**src/rtl/io_bus_arb.sv**
```systemverilog
// io_bus_arb -- two-master arbiter for a single 6-bit I/O bus.
//
// The core and a debug port each issue single I/O transfers. One transfer
// takes three cycles:
//   IDLE  arbitrate and latch the winner's command,
//   XFER  drive the address and a one-cycle read or write strobe,
//   DONE  pulse the winner's ack.
// The core has priority. After STARVE_MAX consecutive core grants made
// while the debug port was waiting, the debug port is granted once.
//
// Ports
//   cp2                core clock, rising edge
//   ireset             asynchronous reset, active low
//   core_req/adr/wr/wdata   core request; req is held until core_ack
//   core_ack, core_rdata    core completion pulse and captured read data
//   dbg_req/adr/wr/wdata    debug-port request, same meaning as core_*
//   dbg_ack, dbg_rdata      debug completion pulse and captured read data
//   io_adr, iore, iowe, dbus_out   I/O bus address, strobes and write data
//   dbusin             muxed read data coming back from the I/O decoder
module io_bus_arb #(
  parameter int unsigned STARVE_MAX = 4  // legal range 1..7
) (
  input  logic       cp2,
  input  logic       ireset,
  input  logic       core_req,
  input  logic [5:0] core_adr,
  input  logic       core_wr,
  input  logic [7:0] core_wdata,
  output logic       core_ack,
  output logic [7:0] core_rdata,
  input  logic       dbg_req,
  input  logic [5:0] dbg_adr,
  input  logic       dbg_wr,
  input  logic [7:0] dbg_wdata,
  output logic       dbg_ack,
  output logic [7:0] dbg_rdata,
  output logic [5:0] io_adr,
  output logic       iore,
  output logic       iowe,
  output logic [7:0] dbus_out,
  input  logic [7:0] dbusin
);

  typedef enum logic [1:0] {
    S_IDLE = 2'd0,
    S_XFER = 2'd1,
    S_DONE = 2'd2
  } state_e;

  localparam logic [2:0] STARVE_LIM = 3'(STARVE_MAX);

  state_e     state_q, state_d;
  logic       owner_q, owner_d;   // 1 = debug port owns the transfer
  logic [5:0] adr_q, adr_d;
  logic       wr_q, wr_d;
  logic [7:0] wdata_q, wdata_d;
  logic [2:0] starve_q, starve_d;
  logic [7:0] core_rdata_q, core_rdata_d;
  logic [7:0] dbg_rdata_q, dbg_rdata_d;
  logic       dbg_win;

  always_ff @(posedge cp2 or negedge ireset) begin
    if (!ireset) begin
      state_q      <= S_IDLE;
      owner_q      <= 1'b0;
      adr_q        <= '0;
      wr_q         <= 1'b0;
      wdata_q      <= '0;
      starve_q     <= '0;
      core_rdata_q <= '0;
      dbg_rdata_q  <= '0;
    end else begin
      state_q      <= state_d;
      owner_q      <= owner_d;
      adr_q        <= adr_d;
      wr_q         <= wr_d;
      wdata_q      <= wdata_d;
      starve_q     <= starve_d;
      core_rdata_q <= core_rdata_d;
      dbg_rdata_q  <= dbg_rdata_d;
    end
  end

  always_comb begin
    state_d      = state_q;
    owner_d      = owner_q;
    adr_d        = adr_q;
    wr_d         = wr_q;
    wdata_d      = wdata_q;
    starve_d     = starve_q;
    core_rdata_d = core_rdata_q;
    dbg_rdata_d  = dbg_rdata_q;
    // Debug wins when it is alone or when the core has used up its quota.
    dbg_win      = dbg_req && (!core_req || (starve_q == STARVE_LIM));

    unique case (state_q)
      S_IDLE: begin
        if (core_req || dbg_req) begin
          state_d = S_XFER;
          owner_d = dbg_win;
          if (dbg_win) begin
            adr_d    = dbg_adr;
            wr_d     = dbg_wr;
            wdata_d  = dbg_wdata;
            starve_d = '0;
          end else begin
            adr_d   = core_adr;
            wr_d    = core_wr;
            wdata_d = core_wdata;
            // Count only core grants that made the debug port wait.
            if (!dbg_req) begin
              starve_d = '0;
            end else if (starve_q < STARVE_LIM) begin
              starve_d = starve_q + 3'd1;
            end
          end
        end
      end
      S_XFER: begin
        state_d = S_DONE;
        if (!wr_q) begin
          if (owner_q) begin
            dbg_rdata_d = dbusin;
          end else begin
            core_rdata_d = dbusin;
          end
        end
      end
      S_DONE: begin
        state_d = S_IDLE;
      end
      default: begin
        state_d = S_IDLE;
      end
    endcase
  end

  // Bus outputs decode directly from the registered state, so an
  // asynchronous reset removes the strobe in the same instant.
  always_comb begin
    io_adr   = '0;
    iore     = 1'b0;
    iowe     = 1'b0;
    dbus_out = '0;
    core_ack = 1'b0;
    dbg_ack  = 1'b0;
    if (state_q == S_XFER) begin
      io_adr = adr_q;
      iore   = ~wr_q;
      iowe   = wr_q;
      if (wr_q) begin
        dbus_out = wdata_q;
      end
    end
    if (state_q == S_DONE) begin
      core_ack = ~owner_q;
      dbg_ack  = owner_q;
    end
  end

  assign core_rdata = core_rdata_q;
  assign dbg_rdata  = dbg_rdata_q;

endmodule

```
**config.mk**
```make
export PLATFORM = sky130hd
export DESIGN_NAME = io_bus_arb
export DESIGN_NICKNAME = d
export VERILOG_FILES = /design/src/rtl/io_bus_arb.sv
export SDC_FILE = /design/constraint.sdc
export NUM_CORES = 1
export LEC_CHECK = 0
export ABC_AREA = 1
export CAP_MARGIN = 10
export CORE_ASPECT_RATIO = 0.6
export CORE_UTILIZATION = 25
export CTS_BUF_LIST = sky130_fd_sc_hd__clkbuf_8 sky130_fd_sc_hd__clkbuf_16
export DETAILED_ROUTE_END_ITERATION = 16
export DONT_BUFFER_PORTS = 1
export HOLD_SLACK_MARGIN = 0.15
export PLACE_DENSITY = 0.44
export SETUP_SLACK_MARGIN = 0.2
export SYNTH_ARGS = -nofsm -noshare
export SYNTH_HDL_FRONTEND = slang
export SYNTH_SLANG_ARGS = --single-unit
export TNS_END_PERCENT = 5
```
**constraint.sdc**
```tcl
create_clock -name cp2 -period 1.3 [get_ports cp2]
set_input_delay 0.26 -clock cp2 [delete_from_list [all_inputs] [get_ports cp2]]
set_output_delay 0.26 -clock cp2 [all_outputs]
set_load 0.01 [all_outputs]
```
==> impl_metrics.yaml <==
status:
  outcome: "complete, but fails checks"
  violations: "negative hold slack, negative setup slack"
detailed_routing:
  wl_mm: 5.58
  via_per_inst: 4.22
  top_layer_used: "met4"
  met2_length_mm: 2.40
  drc: 0
  drtIter0Drc: 91
  dr_total_vias: 1667
  wl_met1_mm: 2.90
  routedWlPerCell_um: 14.1
  dr.pass1.iters: 4
  wl_met3_um: 245
  ant_nets: 0
clocking:
  cts_tree: "built"
  insertion_delay_ps: 280
  htreeDepth: 2
  cts.sinks: 37
  cts_buffer_depth: 2
  cts_hold_buf: 1
  numCtsBuffers: 5
  clk_pin_slew_ps: 60
  root_buffer: "clkbuf_16"
floorplan:
  rows: 25
  die_width_um: 119
  die_y_um: 72.4
  ios: 76
  start_util: 0.260
  core-area_mm2: 0.00795
  die_area_mm2: 0.00864
worst_setup_path:
  ff2ff_setup_slack_ps: 10
  crit_path_top_delay_cell: "dfrtp_2"
  cpLargestDelayFamily: "flip-flops"
  worst-path-stages: 4
  arrival_ps: 1250
  critical_path_buf_inv_count: 2
  slowest_delay_ps: 450
  worst-r2r-cell-count: 5
  cp.required_ps: 1040
  critPathLaunchType: "register"
  path_cells: "nor2_8 -> inv_8 -> buf_12 -> nor2_4"
  cp_max_fo: 8
  end_kind: "output port"
  path_class: "register to output port"
yosys:
  ys_seq_elements: 37
  syn_avg_cell_area_um2: 7.67
  seq_area_frac_synth: 0.448
  synth_nets: 313
  netlist_area_mm2: 0.00206
  netlist_instances: 269
  synth_warnings: 0
  synth.distinct_cells: 20
sta:
  hold_ws_ps: -333
  timing.final.ws_setup_ps: -205
  rsz0062_at_grt: "true"
  slew_violations: 0
  clock_skew_ps: 7.86
  worst_slew_pin_slew_ps: 274
  slew_headroom: 0.817
  min_period_ps: 1510
  finalSetupViolations: 18
  max_freq_ghz: 0.664
  finalCritPeriodShare: 1.16
  hold_viol_final: 37
global_route:
  overflow: 0
  antenna_found_initial: 0
  grt_pass1_vias: 1740
  grt_pass1_wl_mm: 9.17
  grt_usage: 0.137
  grt_max_degree: 38
place:
  hpwl_mm: 3.81
  gp_congestion: 0.686
  dp_slack_ps: 14.8
  io_buffer_count: 0
power:
  power.density_mw_per_mm2: 2300
  vdd_ir_drop_max_mv: 0.685
  p_leak_uw: 0.00144
  fin_total_pwr_uw: 6510
layout:
  layout_common_cells: "71 x nand2_1, 53 x inv_1, 35 x dfrtp_1"
  drive_gt1_frac: 0.390
  synthToLayoutAreaGrowth_pct: 37.2
  antenna_cells: 0
  final_common_cell: "nand2_1"
  fin_nets: 330
flow_run:
  drv_cap: 0
min_path:
  hp-class: "input pin to async pin"
-- cells by family (layout without fill, tap and decap cells) --
logic type,count (synthesis),count (layout),synth area share
simple gates,144,144,0.325
buf+inv,69,87,0.144
flops,37,37,0.448
compound gates,17,17,0.0703
fa+ha+maj,2,2,0.0121
-- worst register-to-register path, cell delays in order (launching register included) --
cell and delay [ps]:
dfrtp_2 450, nor2_8 170, buf_4 140, nand3_4 210, nand2_1 150, o21ai_2 60
-- cell usage after synthesis (all sizes together) --
master  count  area [um2]
nand2      85         334
inv        59         221
dfrtp      37         926
nand3      35         205
nor2       21         116
o21ai      17         145
buf         9        71.3
ha          2        25.0
nor3        2        10.0
clkbuf      1        3.75
nand4       1        6.26
-- path summary, 6_finish.rpt --
check / from / to
max: state_q[1] / dbus_out[4]
min: ireset / wdata_q[5]
max reg2reg: state_q[1] / dbg_rdata[5]
min reg2reg: adr_q[0] / adr_q[0]
max in group asynchronous: ireset / state_q[1]
min in group cp2: dbg_req / adr_q[1]
-- metal layers --
layer | GRT usage | up-vias
li1 | - | 843
met1 | 0.195 | 769
met2 | 0.211 | 50
met3 | 0.0322 | 5
met4 | 0.0333 | 0
met5 | 0 | -
-- flip-flops by register name, indices dropped and copies added (netlist names) --
signal / count
core_rdata: 8
dbg_rdata: 8
wdata_q: 8
adr_q: 6
starve_q: 3
state_q: 2
owner_q: 1
wr_q: 1
-- area by class of cell --
| type | instances | area [um2] |
|---|---|---|
| fillers | 837 | 5110 |
| multi-input cells | 163 | 1150 |
| flip-flops and latches | 37 | 928 |
| inverters | 59 | 231 |
| repair buffers | 20 | 223 |
| well taps | 108 | 135 |
| clock buffers | 5 | 125 |
| clock inverters | 3 | 42.5 |
-- through the flow --
| stage | cell area (um2) | setup TNS, ps | hold slack (ps) | std cells | utilization |
|---|---|---|---|---|---|
| after CTS | 2790 | -2900 | -339 | 394 | 0.351 |
| after global routing | 2830 | -4410 | -343 | 395 | 0.356 |
| after detailed placement | 2380 | 0 | -34.1 | 381 | 0.299 |
| after floorplan | 2190 | 0 | -35.6 | 269 | - |
| after global placement | 2380 | 0 | -33.8 | 381 | 0.299 |
| final | 2830 | -2760 | -333 | 395 | 0.356 |
-- where the power goes --
part           internal [uW]  switching, uW  total [uW]
sequential              1720            491        2210
combinational           1180           1700        2890
clock                    902            507        1410
total                   3810           2700        6510
-- timing repair --
item                       in CTS  in global routing
pin swaps                      46                  5
resized for setup              44                  7
buffers inserted                4                  1
hold endpoints to repair       39                 37
setup endpoints to repair      53                 53
Power figures use the tool's default switching activity.
